`config.mk`:
```
export PLATFORM = sky130hd
export DESIGN_NAME = mem_arbiter
export DESIGN_NICKNAME = d
export VERILOG_FILES = /design/src/rtl/mem_arbiter_pkg.sv /design/src/rtl/mem_arbiter_wait_counter.sv /design/src/rtl/mem_arbiter.sv
export SDC_FILE = /design/constraint.sdc
export NUM_CORES = 1
export LEC_CHECK = 0
export CAP_MARGIN = 0
export CORE_MARGIN = 2
export CORE_UTILIZATION = 39
export DETAILED_ROUTE_END_ITERATION = 10
export GPL_ROUTABILITY_DRIVEN = 0
export PLACE_DENSITY = 0.81
export SETUP_SLACK_MARGIN = 0.05
export SLEW_MARGIN = 0
export SYNTH_ARGS = -nofsm -noshare
export SYNTH_HDL_FRONTEND = slang
export SYNTH_SLANG_ARGS = --single-unit
```
`constraint.sdc`:
```
create_clock -name clk -period 2.2 [get_ports clk]
set_input_delay 0.66 -clock clk [delete_from_list [all_inputs] [get_ports clk]]
set_output_delay 0.66 -clock clk [all_outputs]
set_load 0.005 [all_outputs]
```
`src/rtl/mem_arbiter_pkg.sv`:
```
// Shared types and constants for the unified-memory arbiter and its helpers.
package mem_arb_pkg;

    localparam int CNT_W = 4;

    typedef enum logic [1:0] {
        IDLE,
        ACCESS,
        DONE
    } state_t;

    typedef enum logic {
        OWN_CPU,
        OWN_DMA
    } owner_t;

endpackage

```
`src/rtl/mem_arbiter_wait_counter.sv`:
```
// Load/increment wait-state counter; terminal flags the last cycle of a LIMIT-cycle window.
module wait_counter
    import mem_arb_pkg::*;
#(
    parameter int LIMIT = 2
) (
    input  logic clk,
    input  logic reset,
    input  logic load,
    input  logic inc,
    output logic terminal
);

    logic [CNT_W-1:0] count;

    // NOTE: sequential state uses non-blocking assignments so every register samples pre-edge values.
    always_ff @(posedge clk) begin
        if (reset) begin
            count <= '0;
        end else if (load) begin
            count <= '0;
        end else if (inc) begin
            count <= count + CNT_W'(1);
        end
    end

    assign terminal = (count == CNT_W'(LIMIT - 1));

endmodule

```
`src/rtl/mem_arbiter.sv`:
```
// Round-robin arbiter sharing the single-port memory between the CPU control path and a DMA port.
module mem_arbiter
    import mem_arb_pkg::*;
#(
    parameter int AW      = 32,
    parameter int DW      = 32,
    parameter int MEM_LAT = 2
) (
    input  logic          clk,
    input  logic          reset,
    input  logic          cpu_req,
    input  logic          cpu_we,
    input  logic [AW-1:0] cpu_addr,
    input  logic [DW-1:0] cpu_wdata,
    output logic [DW-1:0] cpu_rdata,
    output logic          cpu_ack,
    output logic          cpu_stall,
    input  logic          dma_req,
    input  logic          dma_we,
    input  logic [AW-1:0] dma_addr,
    input  logic [DW-1:0] dma_wdata,
    output logic [DW-1:0] dma_rdata,
    output logic          dma_ack,
    output logic          mem_en,
    output logic          mem_we,
    output logic [AW-1:0] mem_addr,
    output logic [DW-1:0] mem_wdata,
    input  logic [DW-1:0] mem_rdata
);

    state_t state, state_next;
    owner_t owner, last_grant, grant_owner;
    logic   grant, cnt_load, cnt_inc, cnt_done, access_done;

    wait_counter #(.LIMIT(MEM_LAT)) u_wait (
        .clk      (clk),
        .reset    (reset),
        .load     (cnt_load),
        .inc      (cnt_inc),
        .terminal (cnt_done)
    );

    // NOTE: every always_comb output gets a default first, so no path can infer a latch.
    always_comb begin
        state_next  = state;
        grant       = 1'b0;
        grant_owner = OWN_CPU;
        cnt_load    = 1'b0;
        cnt_inc     = 1'b0;
        access_done = 1'b0;
        case (state)
            IDLE: begin
                if (cpu_req || dma_req) begin
                    grant      = 1'b1;
                    cnt_load   = 1'b1;
                    state_next = ACCESS;
                    if (cpu_req && dma_req)
                        grant_owner = (last_grant == OWN_CPU) ? OWN_DMA : OWN_CPU;
                    else
                        grant_owner = cpu_req ? OWN_CPU : OWN_DMA;
                end
            end
            ACCESS: begin
                cnt_inc = 1'b1;
                if (cnt_done) begin
                    access_done = 1'b1;
                    state_next  = DONE;
                end
            end
            DONE:    state_next = IDLE;
            default: state_next = IDLE;
        endcase
    end

    always_ff @(posedge clk) begin
        if (reset) begin
            state      <= IDLE;
            owner      <= OWN_CPU;
            last_grant <= OWN_DMA;
            mem_en     <= 1'b0;
            mem_we     <= 1'b0;
            mem_addr   <= '0;
            mem_wdata  <= '0;
            cpu_ack    <= 1'b0;
            dma_ack    <= 1'b0;
            cpu_rdata  <= '0;
            dma_rdata  <= '0;
        end else begin
            state   <= state_next;
            cpu_ack <= 1'b0;
            dma_ack <= 1'b0;
            if (grant) begin
                owner      <= grant_owner;
                last_grant <= grant_owner;
                mem_en     <= 1'b1;
                if (grant_owner == OWN_CPU) begin
                    mem_we    <= cpu_we;
                    mem_addr  <= cpu_addr;
                    mem_wdata <= cpu_wdata;
                end else begin
                    mem_we    <= dma_we;
                    mem_addr  <= dma_addr;
                    mem_wdata <= dma_wdata;
                end
            end
            // Last wait state: read data is valid now, and the ack lands in DONE.
            if (access_done) begin
                mem_en <= 1'b0;
                mem_we <= 1'b0;
                if (owner == OWN_CPU) begin
                    cpu_ack <= 1'b1;
                    if (!mem_we) cpu_rdata <= mem_rdata;
                end else begin
                    dma_ack <= 1'b1;
                    if (!mem_we) dma_rdata <= mem_rdata;
                end
            end
        end
    end

    assign cpu_stall = cpu_req & ~cpu_ack;

endmodule

```
; After elaboration in Yosys (flattened, before gate mapping)
; Cells that the tools add are included.
[totals]
elab_cells = 49
inputBits = 166
ff_bits = 140
out_inout_bits = 133
[op_classes]
muxes = 18
reduce_logical = 9
n_addsub = 1
bitwise = 5
eq_ne = 4
[ops]
columns = op, count
row1 = 32-bit 2-to-1 mux, 2
row2 = 1-bit 2-to-1 mux, 13
row3 = 3-bit AND reduction, 2
row4 = 2-bit OR reduction, 3
row5 = "4-bit by 1-bit adder with 4-bit output, second input constant", 1
row6 = "4-bit by 1-bit == test with 1-bit output, second input constant", 1
row7 = 2-bit 2-to-1 mux, 2
row8 = "2-bit != test, second input constant", 2
row9 = 1-bit inverter, 4
row10 = 2-bit one-hot mux with 2 select lines, 1
row11 = "2-bit by 1-bit == test with 1-bit output, second input constant", 1
row12 = 2-bit zero test, 1
row13 = 2-bit AND reduction, 1
row14 = 1-bit AND, 1
row15 = 1-bit logical AND, 1
row16 = 1-bit logical OR, 1

; Longest topological paths before layout
; Gate-level depths: netlist (run 1).
[depth]
ltp_word = 5
depth_mapped = 7

; Modules after synthesis
; From an unflattened synthesis (run 1), not the netlist that was laid out.
[hier_totals]
cells_unflattened = 704
area_unflattened_um2 = 6218.5
[modules_own_cells]
columns = mod, area_each_um2, cells_per_inst, instances
row1 = mem_arbiter, 6019.5, 684, 1
row2 = wait_counter, 198.9, 20, 1

; Worst setup path after synthesis (run 1)
; No wires, ideal clock.
[synth_path]
path_type = input-to-reg
start = input port dma_req
end = register mem_addr[10]
required_time_ns = 2.073
path_stages = 5
setup_slack_ns = 0.479
t_arrival_ns = 1.594
path_cell_list = or2_1 -> clkbuf_1 -> nand2_1 -> clkbuf_1 -> o2bb2ai_1
[synth_via]
elab_chain_len = 5
[synth_rtl]
columns = item, line
row1 = start: declaration, mem_arbiter.sv:18  ; input logic dma_req,
row2 = 1-bit logical AND, mem_arbiter.sv:57  ; if (cpu_req && dma_req)
row3 = 1-bit 2-to-1 mux, mem_arbiter.sv:57
row4 = 1-bit 2-to-1 mux, mem_arbiter.sv:53  ; if (cpu_req || dma_req) begin
row5 = 1-bit 2-to-1 mux, mem_arbiter.sv:51  ; case (state)
row6 = 32-bit 2-to-1 mux, mem_arbiter.sv:96  ; if (grant_owner == OWN_CPU) begin
row7 = end signal: assignment, mem_arbiter.sv:98  ; mem_addr <= cpu_addr;
row8 = end signal: assignment, mem_arbiter.sv:102  ; mem_addr <= dma_addr;
row9 = end: declaration, mem_arbiter.sv:26  ; output logic [AW-1:0] mem_addr,
; Several ways; a longest one is shown, not always the timed one.
; A chain may end at the register's enable or synchronous reset.

; Worst setup path after layout (run 1)
[layout_path]
start = register mem_we
end = output port mem_we
[layout_rtl]
columns = item, line
row1 = start: declaration, mem_arbiter.sv:25  ; output logic mem_we,
row2 = start signal: assignment, mem_arbiter.sv:97  ; mem_we <= cpu_we;
row3 = start signal: assignment, mem_arbiter.sv:101  ; mem_we <= dma_we;
; No word-level cell between the ends.

==> results of run 1 <==
==> timing repair <==
| action | CTS | global route |
|---|---|---|
| gates resized for setup | 4 | 2 |
| buffers inserted | 0 | 0 |
| endpoints found under the setup margin | 2 | 1 |
==> sequential cells by signal (all words and copies together) (netlist names), 2 cells and up <==
register      count
state             2
cpu_rdata        32
mem_wdata        32
u_wait.count      4
mem_addr         32
dma_rdata        32
==> cell families (layout without fill, tap and decap cells) <==
logic type                 Yosys count  count (layout)  synth area share
AOI/OAI and AO/OA                  205             205             0.231
DFF                                140             140             0.499
and+or+nand+nor                     91              91            0.0906
muxes                               65              65             0.116
buffers and inverters               57             358            0.0561
adders and majority gates            2               2           0.00445
xor gates and xnor gates             2               2           0.00312
==> routing by layer <==
layer | wire length [um] | vias up | track usage
met5 | 0 | - | 0
met4 | 476 | 0 | 0.121
met1 | 7050 | 2631 | 0.257
met2 | 9350 | 270 | 0.395
met3 | 1520 | 30 | 0.0664
li1 | - | 2655 | -
==> final timing paths <==
path,to,cells after the start,slack (ns),from
setup / recovery,mem_we,1,0.17,mem_we
hold / removal,mem_addr[23],1,0.46,mem_addr[23]
setup reg to reg,dma_rdata[7],5,0.23,u_wait.count[1]
hold reg to reg,mem_addr[23],1,0.46,mem_addr[23]
==> through the flow <==
stage | setup TNS [ns] | util | worst slack, ns
floorplan | 0 | - | 0.479
global placement | -0.239 | 0.630 | -0.239
detailed placement | -1.94 | 0.630 | -0.246
CTS | 0 | 0.675 | 0.0522
global route | 0 | 0.676 | 0.105
finish | 0 | 0.676 | 0.173
==> placed cells by master (no fill, tap or decap), drive strengths merged, types with 2 or more instances in the layout <==
cell,n
a211oi,2
a21o,2
a21oi,68
and2,2
buf,28
bufinv,4
clkbuf,22
clkdlybuf4s50,295
clkinv,4
clkinvlp,2
dfxtp,140
ha,2
mux2i,65
nand2,2
nand3,65
nor2,6
nor2b,3
nor3,2
o21ai,65
o2bb2ai,64
==> power by group through the flow <==
stage	Clock (mW)	Sequential [mW]	Combinational, mW
finish	3.03	2.77	1.20
detailed placement	0	2.82	1.19
floorplan	0	2.82	0.465
global route	3.20	2.79	1.28
CTS	3.08	2.77	1.20
global placement	0	2.81	1.17
==> cell type report <==
type | count | area [sq um]
clock buffer | 22 | 474
clock inverter | 10 | 163
fill | 1015 | 4530
inverter | 1 | 3.75
multi-input combinational | 365 | 2530
sequential | 140 | 2800
tap | 180 | 225
timing repair buffer | 325 | 3260
==> results.tsv, run 1 <==
metric	value	unit
prevailing post-synth register cell	dfxtp_1	
Avg Cell Area, Syn	10.0	sq um
cts bufs inserted	17	
remaining antenna violation count after routing	0	
Die Y	124	um
first-pass GRT wire length	27.1	mm
Final Instance Count excl. Fillers	1043	
Sw Ratio	0.233	
Critical-path top delay cell	clkdlybuf4s50_1	
Bufs on Longest Clock Path	2	
core area	0.0140	sq mm
Worst-Skew Late Latency	0.41	ns
Area contributors post-synth	dfxtp_1, mux2i_1, o2bb2ai_1, a21oi_1, nand3_1	
Top Family by Delay on Critical Path	buffers and inverters	
commonest cells in the netlist	dfxtp_1, a21oi_1, mux2i_1, nand3_1, o2bb2ai_1	
drt via density	5.36	
Startpoint Class	register	
# rows	43	
HPWL after detailed placement	13.4	mm
max incr delay on CP	0.55	ns
Async SR Flop Fraction	0	
Slew HR	0.493	
RSZ-0062 raised after global routing	false	
most numerous cell in the Yosys netlist	dfxtp_1	
DRT iter0 DRCs	402	
Antenna Cells	0	
placed cell areas	0.00881	sq mm
status	completed	
Slew Limit Fails	0	
# placed instances	1011	
EDFF count, synth	0	
CTS H-tree lvls	4	
final worst clock skew	0.00613	ns
Overall Power	6.99	mW
Synth top area share	0.499	
Post-Syn Nets	730	
distinct cell type count after synthesis	40	
fmax	493	MHz
CP Max Fanout	6	
worst slew pin tran	0.760	ns
layout cells sized above 1	0.0800	
die width	124	um
mapped cell area	0.00562	sq mm
P&R area growth vs syn	68.4	%
Internal Pwr Total	5.37	mW
clock power share	0.433	
Die Area	0.0154	sq mm
warnings from Yosys	0	
MaxCap Viol Count	0	
CTS clk-pin slew, worst paths	0.06	ns
Final Hold Vio Count	0	
WL final	18.4	mm
CP Cell Sequence	clkdlybuf4s50_1	
WHS	0.459	ns
CTS sink cnt	140	
cell count after synthesis	562	
initial antenna violation count	0	
largest net degree at the start of global routing	68	
Tmin final	2.03	ns
top-level port count	299	
TritonRoute pass-1 iters	5	
Seq cells post-synth	140	
cell area after layout	0.00946	sq mm
Leak	3.35	nW
Comb pwr share	0.171	
Arr. time, crit path	1.37	ns
Port Buf Inserts	298	
Sw Pwr	1.63	mW
Remaining Overflow, GRT	0	
sequential share of power	0.396	
number of global-route vias before repair	5438	
Root Buffer	clkbuf_16	
register area share after synthesis	0.499	
Initial Util	0.402	
WP buf/inv	1	
Worst EP required	1.54	ns
Final nets	1018	
Synth area leader	dfxtp_1	
per-cell routed wire length	17.6	um
Pwr per Cell Area	739	mW/mm^2
Critical Path End Type	output port	
HP Class	reg -> reg	
CTS tree	done	
CP Class	reg -> out	
period utilization	0.921	
All-Layer GR Usage	0.230	
vias	5586	
DR DRC count	0	
setup violators final	0	
hold_buf cts	0	
Peak VDD IR	0.000481	V
Note: power is estimated with default switching activity, not from simulation.
==> run 2: changes to the inputs <==
Settings changed: CORE_UTILIZATION 39 to 42, CTS_BUF_LIST set to sky130_fd_sc_hd__clkbuf_4, PLACE_DENSITY 0.81 to 0.83, SYNTH_HIERARCHICAL set to 1.
==> run 2 against run 1 <==
Total power shrank 13%. Worst hold slack gained 0.0061 ns. Clock skew grew 0.0062 ns. Clock power shrank 39%. Count of clock-buffer cells in the layout shrank 4. Final cell count grew 13%. Critical path depth is the same. Flip-flop and latch count is the same. Largest cell class unchanged.
==> results.tsv, run 2 <==
metric	value	unit
Peak VDD IR	0.000434	V
first-pass GRT wire length	33.5	mm
die width	126	um
WHS	0.465	ns
Async SR Flop Fraction	0	
Pwr per Cell Area	616	mW/mm^2
MaxCap Viol Count	0	
hold_buf cts	0	
multi-input logic area	0.00287	sq mm
cts bufs inserted	17	
CP Max Fanout	2	
HPWL after detailed placement	15.1	mm
status	completed	
worst slew pin tran	0.650	ns
Tmin final	2.09	ns
Die Y	126	um
Register Area	0.00285	sq mm
register area share after synthesis	0.451	
Final Hold Vio Count	0	
CTS tree	done	
CTS sink cnt	140	
Seq cells post-synth	140	
cell area after layout	0.00992	sq mm
Slew HR	0.566	
Leak	3.94	nW
All-Layer GR Usage	0.265	
RSZ-0062 raised after global routing	true	
HP Class	reg -> reg	
EDFF count, synth	0	
layout cells sized above 1	0.162	
Final nets	1146	
Fill cells	1136	
Root Buffer	clkbuf_4	
Area contributors post-synth	dfxtp_1, o32ai_2, a21oi_1, o21ai_0, nand3_1	
period utilization	0.951	
Die Area	0.0158	sq mm
Top Family by Delay on Critical Path	buffers and inverters	
top-level port count	299	
setup violators final	0	
Remaining Overflow, GRT	0	
TNS Setup	0	ns
Synth top area share	0.451	
Post-Place Setup Slack	-0.303	ns
r2r startpoint	u_wait/count[0]	
most common cell after layout, fill and taps aside	clkdlybuf4s50_1	
Port Buf Inserts	298	
# rows	44	
Crit. Startpoint	mem_wdata[3]	
Initial Util	0.429	
vias	6395	
hold path startpoint	mem_wdata[0]	
Avg Cell Area, Syn	8.83	sq um
DRT iter0 DRCs	484	
setup slack after layout	0.108	ns
Post-CTS Setup Bufs	0	
largest net degree at the start of global routing	67	
r2r setup slk	0.33	ns
Worst EP required	1.54	ns
prevailing post-synth register cell	dfxtp_1	
Critical Path End Type	output port	
Slew Limit Fails	0	
Bufs on Longest Clock Path	2	
P&R area growth vs syn	59.5	%
mapped cell area	0.00622	sq mm
CTS H-tree lvls	4	
warnings from Yosys	6	
CP Class	reg -> out	
remaining antenna violation count after routing	0	
WP buf/inv	1	
commonest cells in the netlist	dfxtp_1, a21oi_1, nor2_1, inv_1, o21ai_0	
placed cell areas	0.00952	sq mm
drt via density	5.44	
max incr delay on CP	0.54	ns
Worst-Skew Late Latency	0.55	ns
core area	0.0145	sq mm
distinct cell type count after synthesis	36	
TritonRoute pass-1 iters	5	
number of global-route vias before repair	6271	
# placed instances	1143	
most frequent cells in the layout	clkdlybuf4s50_1, a21oi_1, dfxtp_1	
Final Instance Count excl. Fillers	1176	
Critical-path top delay cell	clkdlybuf4s50_1	
Synth area leader	dfxtp_1	
CP Cell Sequence	clkdlybuf4s50_1	
fmax	478	MHz
cell count after synthesis	704	
initial antenna violation count	1	
Arr. time, crit path	1.43	ns
per-cell routed wire length	18.2	um
Startpoint Class	register	
most numerous cell in the Yosys netlist	dfxtp_1	
DR DRC count	0	
CTS clk-pin slew, worst paths	0.12	ns
final worst clock skew	0.0124	ns
Post-Syn Nets	872	
WL final	21.4	mm
==> run 2: cell count changes after synthesis, sizes merged, moves of 10 or more <==
cell / delta
a21oi: +64
o2bb2ai: -64
clkbuf: +25
inv: +66
buf: -10
mux2i: -65
nor2: +63
o32ai: +64
==> run 2: tightest hold or removal path: stages, from the launching register on <==
cell and delay, ns:
dfxtp_1 0.33, inv_1 0.05, o32ai_1 0.05
==> run 2: metal layers <==
metal / global-route usage / share of wire / wire length [um] / vias up
met4: 0.132 / 0.042 / 902 / 0
met1: 0.327 / 0.40 / 8490 / 3020
met3: 0.0799 / 0.085 / 1830 / 49
li1: - / - / - / 3035
met2: 0.423 / 0.48 / 10200 / 291
met5: 0 / 0 / 0 / -
==> run 2: kinds of logic after synthesis <==
logic type	share of synthesized area
buffers and inverters	0.0940
AO/OA/AOI/OAI	0.334
adder cells (fa/ha/maj)	0.00402
multiplexers	0.00362
XOR/XNOR	0.00141
AND/OR/NAND/NOR	0.112
flip-flops	0.451
==> run 2: worst paths after layout <==
| kind | to | depth (start not counted) |
|---|---|---|
| max | mem_wdata[3] | 1 |
| min | mem_wdata[0] | 2 |
| max reg2reg | dma_rdata[12] | 6 |
| min reg2reg | mem_wdata[0] | 2 |
==> run 2: final cells by class <==
class | instances | area share
Clock buffer | 18 | 0.0136
Sequential cell | 140 | 0.287
Timing Repair Buffer | 326 | 0.343
Tap cell | 184 | 0.0232
Multi-Input combinational cell | 426 | 0.290
Inverter | 67 | 0.0254
Clock inverter | 14 | 0.0178
Antenna cell | 1 | 0.000252
==> run 2: per-stage QoR <==
step                      utilization  power, mW
after floorplan                     -       3.48
after global placement          0.658       4.30
after detailed placement        0.658       4.32
after CTS                       0.678       6.14
after global routing            0.685       6.38
final                           0.685       6.11
==> run 2: report_power, final <==
part / leakage, nW / internal, mW / switching [mW]
registers: 1.16 / 2.69 / 0.0890
logic: 2.63 / 0.812 / 0.661
clock network: 0.158 / 0.896 / 0.954
total: 3.94 / 4.40 / 1.70
==> run 2: timing repair <==
action                     4_1_cts  5_1_grt
gates resized for setup         25       51
hold endpoints to repair         0        0
setup endpoints to repair       22       50
==> run 3: changes to the inputs <==
Settings changed: CORE_UTILIZATION 42 to 41, PLACE_DENSITY 0.83 to 0.84, SYNTH_HIERARCHICAL 1 to not set.
==> run 3 against run 2 <==
Register-to-register slack barely moved. Design area down 7.3%. Sequential power about the same. First-iteration DRC count grew 4.1%. Die area decreased by 7.2%. Total power fell by 7.0%. Fmax rose by 1.3%. Highest routed layer unchanged. Largest power group unchanged. Critical path type unchanged. Sequential share of layout area up 2.0 points. Via count fell by 12%.
==> results.tsv, run 3 (same netlist as run 1, synthesis figures left out) <==
metric	value	unit
M1 WL	7.06	mm
Die Y	121	um
final worst clock skew	0.0159	ns
Root Buffer	clkbuf_4	
HP Class	in -> reg	
setup violators final	0	
Arr. time, crit path	1.41	ns
Antenna Cells	0	
die width	121	um
Remaining Overflow, GRT	0	
Final Hold Vio Count	0	
CTS clk-pin slew, worst paths	0.11	ns
WL final	18.5	mm
period utilization	0.939	
Top Family by Delay on Critical Path	buffers and inverters	
hold endpoint	state[0]	
Port Buf Inserts	298	
placed cell areas	0.00881	sq mm
CTS H-tree lvls	4	
Sw Ratio	0.266	
most frequent cells in the layout	clkdlybuf4s50_1, dfxtp_1, a21oi_1	
Critical Path End Type	output port	
Slew Limit Fails	0	
TritonRoute pass-1 iters	5	
Tmin final	2.07	ns
number of global-route vias before repair	5523	
Met3 Routed Length	1.25	mm
cts bufs inserted	17	
RSZ-0062 raised after global routing	false	
CP Max Fanout	2	
fmax	484	MHz
r2r setup slk	0.32	ns
WP buf/inv	1	
Pwr per Cell Area	618	mW/mm^2
Internal Pwr Total	4.17	mW
remaining antenna violation count after routing	0	
r2r startpoint	u_wait.count[1]	
Critical-path top delay cell	clkdlybuf4s50_1	
MaxCap Viol Count	0	
Leak	3.63	nW
layout cells sized above 1	0.0971	
drt via density	5.38	
Worst-Skew Late Latency	0.51	ns
per-cell routed wire length	17.7	um
All-Layer GR Usage	0.244	
Startpoint Class	register	
max incr delay on CP	0.56	ns
Bufs on Longest Clock Path	2	
# rows	42	
P&R area growth vs syn	63.6	%
Peak VDD IR	0.000386	V
initial antenna violation count	0	
DR DRC count	0	
top-level port count	299	
hold path cells	2	
CTS sink cnt	140	
Worst Reg-to-Reg Cells	5	
worst slew pin tran	0.758	ns
vias	5598	
status	completed	
core area	0.0133	sq mm
Die Area	0.0147	sq mm
cell area after layout	0.00919	sq mm
clock power share	0.301	
Final nets	1020	
DRT iter0 DRCs	504	
CP Class	reg -> out	
most common cell after layout, fill and taps aside	clkdlybuf4s50_1	
Crit Reg-Reg Endpoint	dma_rdata[2]	
hold path startpoint	reset	
Slew HR	0.495	
largest net degree at the start of global routing	68	
TNS Setup	0	ns
routed wl met2	9.59	mm
hold_buf cts	0	
Sw Pwr	1.51	mW
Worst EP required	1.54	ns
CP Cell Sequence	clkdlybuf4s50_1	
first-pass GRT wire length	28.1	mm
top layer in use	met4	
Comb pwr share	0.211	
CTS tree	done	
sequential share of power	0.488	
Initial Util	0.423	
HPWL after detailed placement	13.7	mm
run 3: through the flow:
step / worst slack, ns / instances / total power, mW / hold slack (ns) / utilization
after global placement: -0.236 / 1008 / 4.00 / 0.445 / 0.663
after global routing: 0.0525 / 1041 / 5.94 / 0.396 / 0.691
after CTS: 0.0474 / 1040 / 5.72 / 0.415 / 0.685
after floorplan: 0.479 / 562 / 3.28 / 0.456 / -
final: 0.134 / 1041 / 5.68 / 0.459 / 0.691
after detailed placement: -0.234 / 1008 / 4.02 / 0.445 / 0.663
run 3: power by group through the flow:
stage | Sequential, mW | Clock (mW) | Combinational [mW]
2_1_floorplan | 2.82 | 0 | 0.465
3_3_place_gp | 2.82 | 0 | 1.18
3_5_place_dp | 2.82 | 0 | 1.21
4_1_cts | 2.77 | 1.75 | 1.21
5_1_grt | 2.79 | 1.88 | 1.27
6_report | 2.77 | 1.71 | 1.20
run 3: layout make-up:
cell class,count,area [sq um]
Fill cell,986,4100
Timing Repair Buffer,327,3330
Multi-Input combinational cell,365,2520
Inverter,1,3.75
Tap cell,176,220
Clock buffer,19,143
Clock inverter,13,149
Sequential cell,140,2830
run 3: worst register-to-register path, stage by stage (launching register included):
cell     delay, ns
dfxtp_1       0.39
inv_1         0.07
ha_1          0.19
or3b_4        0.71
o21ai_0       0.27
a21oi_1       0.20
run 3: worst max path at each step:
stage	start	end	slack, ns	cells past startpoint
2_1_floorplan	dma_req	mem_addr[10]	0.48	5
3_3_place_gp	cpu_req	cpu_stall	-0.24	3
3_5_place_dp	cpu_req	cpu_stall	-0.23	3
4_1_cts	cpu_req	cpu_stall	0.05	3
5_1_grt	mem_addr[12]	mem_addr[12]	0.05	1
6_report	mem_addr[4]	mem_addr[4]	0.13	1
run 3: what timing repair did:
| action | in CTS | in global routing |
|---|---|---|
| gates resized for setup | 4 | 43 |
| endpoints found under the setup margin | 3 | 42 |
| pin swaps | 0 | 0 |
| hold endpoints to repair | 0 | 0 |
| buffers inserted | 0 | 1 |
run 3: routing by layer:
| metal | GRT usage | vias up |
|---|---|---|
| met3 | 0.0644 | 37 |
| met4 | 0.100 | 0 |
| met2 | 0.432 | 262 |
| li1 | - | 2669 |
| met5 | 0 | - |
| met1 | 0.278 | 2630 |
